$ cat config.mk
export PLATFORM = sky130hd
export DESIGN_NAME = edge_event_queue
export DESIGN_NICKNAME = d
export VERILOG_FILES = /design/src/rtl/edge_event_queue.sv
export SDC_FILE = /design/constraint.sdc
export NUM_CORES = 1
export LEC_CHECK = 0
export CAP_MARGIN = 20
export CORE_ASPECT_RATIO = 2
export CORE_MARGIN = 2
export CORE_UTILIZATION = 57
export DETAILED_ROUTE_END_ITERATION = 10
export DONT_BUFFER_PORTS = 1
export PLACE_DENSITY = 0.81
export SYNTH_ARGS = -nofsm -noshare
export SYNTH_HDL_FRONTEND = slang
export SYNTH_SLANG_ARGS = --single-unit
$ cat constraint.sdc
create_clock -name clk -period 3.9 [get_ports clk]
set_input_delay 0.39 -clock clk [delete_from_list [all_inputs] [get_ports clk]]
set_output_delay 0.39 -clock clk [all_outputs]
set_load 0.03 [all_outputs]
$ cat src/rtl/edge_event_queue.sv
// edge_event_queue
//   Captures one-cycle rising-edge pulses into per-source pending flags,
//   round-robin arbitrates among them and queues the granted source index
//   in a small FIFO drained with a valid/ready handshake. A pulse arriving on
//   a source that still has an unserved pending event is merged and flagged
//   in a sticky per-source overrun register.
//
//   Optional feature macro: EDGE_EVENT_QUEUE_TIMESTAMP_EN
//     When defined, a free-running TS_W-bit counter is sampled into a
//     per-source capture register when that source goes pending, and the
//     capture travels through the FIFO alongside the index (evt_ts port).
//
// Ports
//   clk        : rising-edge clock
//   rst        : synchronous active-high reset
//   pedge      : W one-cycle event pulses, bit i = event on source i
//   evt_valid  : FIFO head holds an event
//   evt_ready  : consumer accepts the head when evt_valid && evt_ready
//   evt_id     : source index of the head event, 0 when empty
//   evt_ts     : timestamp of the head event, 0 when empty (feature only)
//   ovf        : sticky per-source overrun flags
//   ovf_clr    : clears all overrun flags (a same-cycle set wins)
//   fifo_count : FIFO occupancy, 0..DEPTH
module edge_event_queue #(
  parameter int W     = 8,
  parameter int ID_W  = $clog2(W),
  parameter int DEPTH = 4,
  parameter int CNT_W = $clog2(DEPTH) + 1,
  parameter int TS_W  = 16
) (
  input  logic             clk,
  input  logic             rst,
  input  logic [W-1:0]     pedge,
  output logic             evt_valid,
  input  logic             evt_ready,
  output logic [ID_W-1:0]  evt_id,
`ifdef EDGE_EVENT_QUEUE_TIMESTAMP_EN
  output logic [TS_W-1:0]  evt_ts,
`endif
  output logic [W-1:0]     ovf,
  input  logic             ovf_clr,
  output logic [CNT_W-1:0] fifo_count
);

  localparam int PTR_W = (DEPTH > 1) ? $clog2(DEPTH) : 1;
`ifdef EDGE_EVENT_QUEUE_TIMESTAMP_EN
  localparam int ENT_W = TS_W + ID_W;
`else
  localparam int ENT_W = ID_W;
`endif
  localparam logic [CNT_W-1:0] FULL_CNT = CNT_W'(DEPTH);

  logic [W-1:0]     pending_q, pending_d;
  logic [W-1:0]     ovf_q, ovf_d;
  logic [ID_W-1:0]  rr_ptr_q, rr_ptr_d;
  logic [PTR_W-1:0] wr_ptr_q, rd_ptr_q;
  logic [CNT_W-1:0] count_q, count_d;
  logic [ENT_W-1:0] mem_q [DEPTH];

  logic             pop, push_ok;
  logic             sel_vld, grant_vld;
  logic [ID_W-1:0]  sel_idx, cand_idx;
  logic [W-1:0]     grant_vec, ovf_set;
  logic [ENT_W-1:0] push_entry, head;
  int               cand;

`ifdef EDGE_EVENT_QUEUE_TIMESTAMP_EN
  logic [TS_W-1:0]  ts_q;
  logic [TS_W-1:0]  ts_cap_q [W];
`endif

  assign pop     = (count_q != '0) && evt_ready;
  // A full FIFO can still accept a push when the head leaves on the same edge.
  assign push_ok = (count_q != FULL_CNT) || pop;

  // Round-robin search starting just after the last granted index.
  always_comb begin
    sel_vld  = 1'b0;
    sel_idx  = '0;
    cand     = 0;
    cand_idx = '0;
    for (int k = 1; k <= W; k++) begin
      cand = int'(rr_ptr_q) + k;
      if (cand >= W) cand = cand - W;
      cand_idx = ID_W'(cand);
      if (!sel_vld && pending_q[cand_idx]) begin
        sel_vld = 1'b1;
        sel_idx = cand_idx;
      end
    end
  end

  assign grant_vld = sel_vld && push_ok;

  always_comb begin
    grant_vec = '0;
    if (grant_vld) grant_vec[sel_idx] = 1'b1;
  end

  // A new pulse always wins over the clearing grant, so nothing is dropped.
  assign pending_d = pedge | (pending_q & ~grant_vec);
  assign ovf_set   = pedge & pending_q & ~grant_vec;
  assign ovf_d     = (ovf_clr ? '0 : ovf_q) | ovf_set;
  assign rr_ptr_d  = grant_vld ? sel_idx : rr_ptr_q;
  assign count_d   = count_q + CNT_W'(grant_vld) - CNT_W'(pop);

`ifdef EDGE_EVENT_QUEUE_TIMESTAMP_EN
  assign push_entry = {ts_cap_q[sel_idx], sel_idx};
`else
  assign push_entry = sel_idx;
`endif

  always_ff @(posedge clk) begin
    if (rst) begin
      pending_q <= '0;
      ovf_q     <= '0;
      rr_ptr_q  <= ID_W'(W - 1);
      wr_ptr_q  <= '0;
      rd_ptr_q  <= '0;
      count_q   <= '0;
    end else begin
      pending_q <= pending_d;
      ovf_q     <= ovf_d;
      rr_ptr_q  <= rr_ptr_d;
      count_q   <= count_d;
      if (grant_vld) wr_ptr_q <= wr_ptr_q + PTR_W'(1);
      if (pop)       rd_ptr_q <= rd_ptr_q + PTR_W'(1);
    end
  end

  // Storage is data only; validity comes from count_q.
  always_ff @(posedge clk) begin
    if (grant_vld) mem_q[wr_ptr_q] <= push_entry;
  end

`ifdef EDGE_EVENT_QUEUE_TIMESTAMP_EN
  always_ff @(posedge clk) begin
    if (rst) ts_q <= '0;
    else     ts_q <= ts_q + TS_W'(1);
  end

  // Only a fresh event records its time; a merged pulse keeps the original.
  always_ff @(posedge clk) begin
    for (int i = 0; i < W; i++) begin
      if (pedge[i] && !pending_q[i]) ts_cap_q[i] <= ts_q;
    end
  end
`endif

  assign head       = mem_q[rd_ptr_q];
  assign evt_valid  = (count_q != '0);
  assign evt_id     = evt_valid ? head[ID_W-1:0] : '0;
`ifdef EDGE_EVENT_QUEUE_TIMESTAMP_EN
  assign evt_ts     = evt_valid ? head[ENT_W-1:ID_W] : '0;
`endif
  assign ovf        = ovf_q;
  assign fifo_count = count_q;

endmodule

==> results.cfg, run 1 <==
[setup_path]
critPathRequiredTime_ps = 4090
cp-start-kind = register
r2r_setup_slack_ps = 310
cp_cell_sequence = buf_4 > ha_1 > xor2_1 > mux2_4 > or3_4 > nor4_4 > a21oi_2 > nand2_1 > nand2_1 > ha_1 > fa_1 > xnor2_1 > xnor2_1 > nor2_1
endpoint_kind = register
rr_worst_depth = 14
arrival_ps = 3780
cp-endpoint = fifo_count[2]$_SDFF_PP0_
critPathKind = reg2reg
r2r_end = fifo_count[2]$_SDFF_PP0_
setup.worst_path.start = rr_ptr_q[1]$_SDFFE_PP1P_
critPathMaxStageDelay_ps = 420
crit_path_top_delay_cell = xor2_1
cp_max_fo = 19
r2r-start = rr_ptr_q[1]$_SDFFE_PP1P_

[timing]
drv_slew = 0
post-route-min-period_ps = 3590
tns_ps = 0
worstMarginPinSlew_ps = 539
worst_slew_margin_rel = 0.639
rsz0062_at_grt = false
finalCritPeriodShare = 0.921
finalSetupViolations = 0
hold_viol_final = 0
finalWorstSetupSlack_ps = 306
fmax_mhz = 278
skew_ps = 9.90

[logic_synthesis]
ys_types = 59
yosysSeqAreaShare = 0.347
synth_top_flop_cell = dfxtp_1
avgSynthCellArea_um2 = 10.1
synth_cells = 263
async_reset_ff_frac = 0
synth_area_um2 = 2650
yosys_warnings = 0
synth_edf_count = 12
ys_ff_latch = 40
syn-num-nets = 283

[route]
drc_errors = 0
drtIter0Drc = 72
vias = 2031
wire_per_inst_um = 19.3
ant_nets = 0
avgViaCountPerCell = 6.33
drt-total-wl_um = 6190
drt-pass1-iter-count = 4

[clock_tree]
cts_resized = 0
htreeDepth = 2
cts_hold_buf = 0
clk_pin_slew_ps = 80
postCtsSetupBuffers = 0
cts_buffers = 5
cts_root_buf = clkbuf_8
cts_tree = yes
clock_tree.buffer_depth = 2
clock_sinks = 40
insertion_delay_ps = 300

[hold_path]
hold_path_class = in2reg

[die]
start_util = 0.582
rows = 35
io_pins = 27
die_w_um = 52.2
die_h_um = 100
fp.dieArea_um2 = 5250
core_area_um2 = 4550

[cells_and_area]
final_common_cell = dfxtp_1
diodes = 0
drive_above_1_share = 0.195
synthToLayoutAreaGrowth_pct = 7.41
final_cell_mix = dfxtp_1, nand2_1, inv_1, nor2_1
finalNetCount = 285

[place]
place.port_buffers = 0
pre_cts_ws_ps = 385
finalWeightedCongestion = 1.00
hpwl_um = 4640

[flow_run]
cap_violations = 0

[global_routing]
antenna_found_initial = 0
grt_pass1_vias = 2067
gr-total-overflow = 0
grt_max_degree = 26
grt_use_total = 0.268
grt_pass1_wl_um = 10300

[outcome]
status = completed
## worst max-delay path, delay by kind of cell (launching register included)
kind,cells,cell delay [ps]
fa+ha+maj,3,850
simple gates,5,800
xor+xnor,3,740
mux,1,390
flops,1,330
buf+inv,1,250
compound gates,1,100
## final cells by class
type,instances,area [um2]
clock inverter,3,42.5
sequential,40,921
timing repair buffer,10,75.1
inverter,15,56.3
multi-input combinational,193,1620
clock buffer,5,68.8
fill,392,1710
tap,55,68.8
## how the worst min path moves through the flow
stage	from	endpoint	slack, ps	cells after the start
2_1_floorplan	rd_ptr_q[1]$_SDFFE_PP0P_	register	480	2
3_3_place_gp	rst	pending_q[7]$_SDFF_PP0_	460	1
3_5_place_dp	rst	pending_q[5]$_SDFF_PP0_	460	1
4_1_cts	rst	pending_q[6]$_SDFF_PP0_	150	1
5_1_grt	rst	pending_q[6]$_SDFF_PP0_	140	1
6_report	rst	fifo_count[0]$_SDFF_PP0_	150	1
## synthesized netlist by cell type (3+ instances only)
| cell | count | area, um2 |
|---|---|---|
| edfxtp_1 | 12 | 360 |
| o31ai_1 | 9 | 67.6 |
| a22oi_1 | 3 | 22.5 |
| xor2_1 | 4 | 35.0 |
| xnor2_1 | 5 | 43.8 |
| ha_1 | 7 | 87.6 |
| mux2_2 | 8 | 90.1 |
| mux4_2 | 11 | 248 |
| inv_1 | 15 | 56.3 |
| clkbuf_1 | 8 | 30.0 |
| a21boi_0 | 3 | 22.5 |
| nand2_1 | 27 | 101 |
| nor3_1 | 4 | 20.0 |
| o21ai_1 | 5 | 25.0 |
| and2_1 | 9 | 56.3 |
| mux2i_1 | 12 | 120 |
| nor2_1 | 15 | 56.3 |
| o21ai_0 | 3 | 15.0 |
| nor2b_1 | 6 | 37.5 |
| dfxtp_1 | 28 | 561 |
| nand3_1 | 4 | 20.0 |
| a21oi_1 | 13 | 65.1 |
| buf_2 | 6 | 30.0 |
## flip-flops by register name, indices dropped and copies added (netlist names), named ones only
name        flops
wr_ptr_q        2
ovf             8
pending_q       8
rd_ptr_q        2
rr_ptr_q        3
fifo_count      3
mem_q          12
## per-layer routing
layer / wire length (um) / GRT usage / share of wire / vias to the layer above
met3: 173 / 0.0326 / 0.028 / 22
met2: 3550 / 0.484 / 0.57 / 50
met1: 2190 / 0.282 / 0.35 / 985
li1: - / - / - / 974
met4: 277 / 0.162 / 0.045 / 0
met5: 0 / 0 / 0 / -
## through the flow
stage                     hold WS, ps  cells  area [um2]  utilization
final                             148    321        2850        0.626
after global routing              138    321        2850        0.626
after CTS                         145    321        2850        0.626
after detailed placement          464    313        2740        0.601
after global placement            462    313        2740        0.601
after floorplan                   485    263        2670            -
## cells by family after synthesis
family / after synthesis / synth area share
flops: 40 / 0.347
xor+xnor: 9 / 0.0297
mux: 35 / 0.203
fa+ha+maj: 8 / 0.0406
compound gates: 58 / 0.156
simple gates: 83 / 0.175
buf+inv: 30 / 0.0481
Power of run 1 is left out: the tool's default activity adds up to more than one toggle a clock period on the data nets, which glitch-free logic cannot reach.
==> run 2, diff against run 1 <==
CORE_UTILIZATION = 40   (was 57)
PLACE_DENSITY = 0.62   (was 0.81)
==> results.cfg, run 2 (same netlist as run 1, synthesis figures left out) <==
[outcome]
status = completed

[global_routing]
grt_pass1_vias = 2012
grt_max_degree = 26
gr-total-overflow = 0
antenna_found_initial = 0
grt_use_total = 0.173
grt_pass1_wl_um = 9800

[cells_and_area]
largest_reg_flops = 12
drive_above_1_share = 0.187
largest_register = mem_q
fin_util = 0.449
final_common_cell = dfxtp_1
finalNetCount = 281
fin_cells = 350
fin_area_um2 = 2930
synthToLayoutAreaGrowth_pct = 10.4
final_cell_mix = dfxtp_1, nand2_1, inv_1, nor2_1
diodes = 0

[die]
rows = 42
fp.dieArea_um2 = 7340
start_util = 0.407
die_h_um = 119
die_w_um = 61.6
io_pins = 27
core_area_um2 = 6520

[flow_run]
cap_violations = 0

[timing]
finalSetupViolations = 0
drv_slew = 0
tns_ps = 0
rsz0062_at_grt = false
skew_ps = 5.80
worstMarginPinSlew_ps = 622
hold_viol_final = 0
post-route-min-period_ps = 3710
fmax_mhz = 270
finalCritPeriodShare = 0.951
worst_slew_margin_rel = 0.584

[place]
placed_area_um2 = 2750
place_inst = 342
place.port_buffers = 0
finalWeightedCongestion = 0.894
hpwl_um = 4440

[clock_tree]
postCtsSetupBuffers = 0
cts_root_buf = clkbuf_16
insertion_delay_ps = 280
htreeDepth = 2
clk_pin_slew_ps = 60
clock_sinks = 40
clock_tree.buffer_depth = 2
cts_buffers = 5
cts_tree = yes

[setup_path]
critPathRequiredTime_ps = 4080
endpoint_kind = register
cp-start-kind = register
arrival_ps = 3890
critPathMaxStageDelay_ps = 380
critPathKind = reg2reg
cp_max_fo = 19
cp_cell_sequence = buf_4 > ha_1 > xor2_2 > mux2_4 > or3_4 > nor4_4 > a21oi_2 > nand2_1 > nand2_1 > ha_1 > fa_1 > xnor2_1 > xnor2_1 > nor2_1
crit_path_top_delay_cell = dfxtp_1

[route]
met2RoutedLength_um = 2980
met3WireLength_um = 293
met1Wirelength_um = 2470
drt-total-wl_um = 5830
wire_per_inst_um = 16.7
drc_errors = 0
avgViaCountPerCell = 5.78
vias = 2023
drtIter0Drc = 113
drt-pass1-iter-count = 5
top_layer = met4
ant_nets = 0

[hold_path]
hold_path_class = in2reg
run 2: final cells by class:
class,instances,area [um2]
flip-flops and latches,40,921
repair buffers,6,45.0
well taps,88,110
fillers,655,3590
clock buffers,5,125
multi-input cells,193,1620
clock inverters,3,46.3
inverters,15,56.3
run 2: per-stage QoR:
stage               setup slack, ps  hold slack (ps)
global route                   23.3              162
finish                          191              171
detailed placement              150              467
CTS                             121              167
floorplan                      19.0              485
global placement                204              464
run 2: routing by layer:
metal  vias up  track usage
met2        54        0.273
met5         -            0
met3        10       0.0467
met1       999        0.226
li1        960            -
met4         0       0.0532
run 2: final timing paths:
check                      startpoint                       end  slack, ps  depth (start not counted)
max          rr_ptr_q[1]$_SDFFE_PP1P_  fifo_count[2]$_SDFF_PP0_        190                         14
min                               rst                  register        170                          1
max reg2reg  rr_ptr_q[1]$_SDFFE_PP1P_  fifo_count[2]$_SDFF_PP0_        190                         14
min reg2reg  rd_ptr_q[1]$_SDFFE_PP0P_  rd_ptr_q[1]$_SDFFE_PP0P_        530                          2
run 2: timing repair:
| action | CTS | global route |
|---|---|---|
| hold buffers | 0 | 0 |
| resized for setup | 0 | 1 |
| endpoints found under the setup margin | 0 | 1 |
run 2: critical path: cells and delay by family (launching register included):
| kind | cells | cell delay (ps) |
|---|---|---|
| adder cells (fa/ha/maj) | 3 | 880 |
| AND/OR/NAND/NOR | 5 | 860 |
| XOR/XNOR | 3 | 600 |
| flip-flops | 1 | 380 |
| multiplexers | 1 | 380 |
| buffers and inverters | 1 | 270 |
| AO/OA/AOI/OAI | 1 | 230 |
Power of run 2 is left out for the same reason.
==> run 3, diff against run 2 <==
PLACE_DENSITY = 0.6   (was 0.62)
clock period = 4.38 ns   (was 3.9 ns; I/O delays follow)
==> results.cfg, run 3 (same netlist as run 1, synthesis figures left out) <==
[route]
drt-pass1-iter-count = 4
drt-total-wl_um = 5730
vias = 1949
avgViaCountPerCell = 5.60
drtIter0Drc = 137
wire_per_inst_um = 16.5
drc_errors = 0
ant_nets = 0

[cells_and_area]
finalNetCount = 279
largest_register = mem_q
regArea_um2 = 921
synthToLayoutAreaGrowth_pct = 8.92
drive_above_1_share = 0.169
diodes = 0
final_common_cell = dfxtp_1
multi_input_area_um2 = 1600
largest_reg_flops = 12
nFillCells = 662
final_cell_mix = dfxtp_1, nand2_1, inv_1, nor2_1, a21oi_1

[setup_path]
crit_path_top_delay_cell = dfxtp_1
r2r-start = rr_ptr_q[2]$_SDFFE_PP1P_
critPathRequiredTime_ps = 4550
cp-start-kind = register
critPathMaxStageDelay_ps = 850
critPathKind = reg2reg
endpoint_kind = register
r2r_end = fifo_count[2]$_SDFF_PP0_
arrival_ps = 3730
rr_worst_depth = 12
cp_max_fo = 24
r2r_setup_slack_ps = 820
cp_cell_sequence = xor2_1 > mux2_4 > or3_4 > nor4_2 > a21oi_1 > nand2_1 > nand2_1 > ha_1 > fa_1 > xnor2_1 > xnor2_1 > nor2_1

[hold_path]
hold_path_class = in2reg
hold_end = pending_q[2]$_SDFF_PP0_
hold_start = rst
min_delay_path_depth = 1

[global_routing]
grt_pass1_wl_um = 9610
grt_use_total = 0.172
grt_pass1_vias = 2032
gr-total-overflow = 0
grt_max_degree = 26
antenna_found_initial = 0

[timing]
hold_viol_final = 0
rsz0062_at_grt = false
post-route-min-period_ps = 3560
worst_slew_margin_rel = 0.458
finalSetupViolations = 0
fmax_mhz = 281
skew_ps = 7.82
drv_slew = 0
finalCritPeriodShare = 0.812
tns_ps = 0
worstMarginPinSlew_ps = 812

[die]
start_util = 0.407
die_w_um = 61.6
rows = 42
die_h_um = 119
core_area_um2 = 6520
fp.dieArea_um2 = 7340
io_pins = 27

[clock_tree]
postCtsSetupBuffers = 0
cts_hold_buf = 0
cts_buffers = 5
insertion_delay_ps = 290
cts_resized = 0
cts_tree = yes
clk_pin_slew_ps = 60
clock_tree.buffer_depth = 2
cts_root_buf = clkbuf_16
htreeDepth = 2
clock_sinks = 40

[outcome]
status = completed

[place]
place.port_buffers = 0
hpwl_um = 4320
finalWeightedCongestion = 0.949

[flow_run]
cap_violations = 0
run 3: cell count changes in the layout (fill, tap and decap cells not counted), sizes merged:
cell	before	now
clkinvlp	1	0
clkinv	0	2
inv	16	15
buf	6	4
run 3: routing by layer:
metal  vias to the layer above  track usage  routed length, um
met2                        57        0.272               2820
li1                        954            -                  -
met3                        11       0.0402                286
met5                         -            0                  0
met1                       927        0.222               2530
met4                         0       0.0652                 87
run 3: worst max-delay path by stage:
stage	from	endpoint	slack [ps]
6_report	rr_ptr_q[2]$_SDFFE_PP1P_	fifo_count[2]$_SDFF_PP0_	820
5_1_grt	rr_ptr_q[2]$_SDFFE_PP1P_	fifo_count[2]$_SDFF_PP0_	530
4_1_cts	rr_ptr_q[2]$_SDFFE_PP1P_	fifo_count[2]$_SDFF_PP0_	820
3_5_place_dp	rr_ptr_q[2]$_SDFFE_PP1P_	fifo_count[2]$_SDFF_PP0_	840
3_3_place_gp	rr_ptr_q[2]$_SDFFE_PP1P_	fifo_count[2]$_SDFF_PP0_	940
2_1_floorplan	rr_ptr_q[1]$_SDFFE_PP1P_	fifo_count[2]$_SDFF_PP0_	200
run 3: area by class of cell:
class                      count  share of cell area
inverter                      15              0.0195
multi-input combinational    193               0.555
clock inverter                 3              0.0147
timing repair buffer           4              0.0104
sequential                    40               0.319
clock buffer                   5              0.0433
tap                           88              0.0381
run 3: through the flow:
| step | hold WS, ps | worst slack (ps) | area [um2] | utilization | instances |
|---|---|---|---|---|---|
| 4_1_cts | 213 | 818 | 2890 | 0.443 | 348 |
| 3_3_place_gp | 507 | 936 | 2720 | 0.418 | 340 |
| 3_5_place_dp | 516 | 845 | 2720 | 0.418 | 340 |
| 6_report | 220 | 824 | 2890 | 0.443 | 348 |
| 2_1_floorplan | 485 | 198 | 2650 | - | 263 |
| 5_1_grt | 211 | 534 | 2890 | 0.443 | 348 |
run 3: worst max-delay path, delay by kind of cell, from the launching register on:
kind	cells	cell delay (ps)
XOR/XNOR	3	700
multiplexers	1	380
flip-flops	1	850
adder cells (fa/ha/maj)	2	570
AO/OA/AOI/OAI	1	130
AND/OR/NAND/NOR	5	790
Power of run 3 is left out for the same reason.
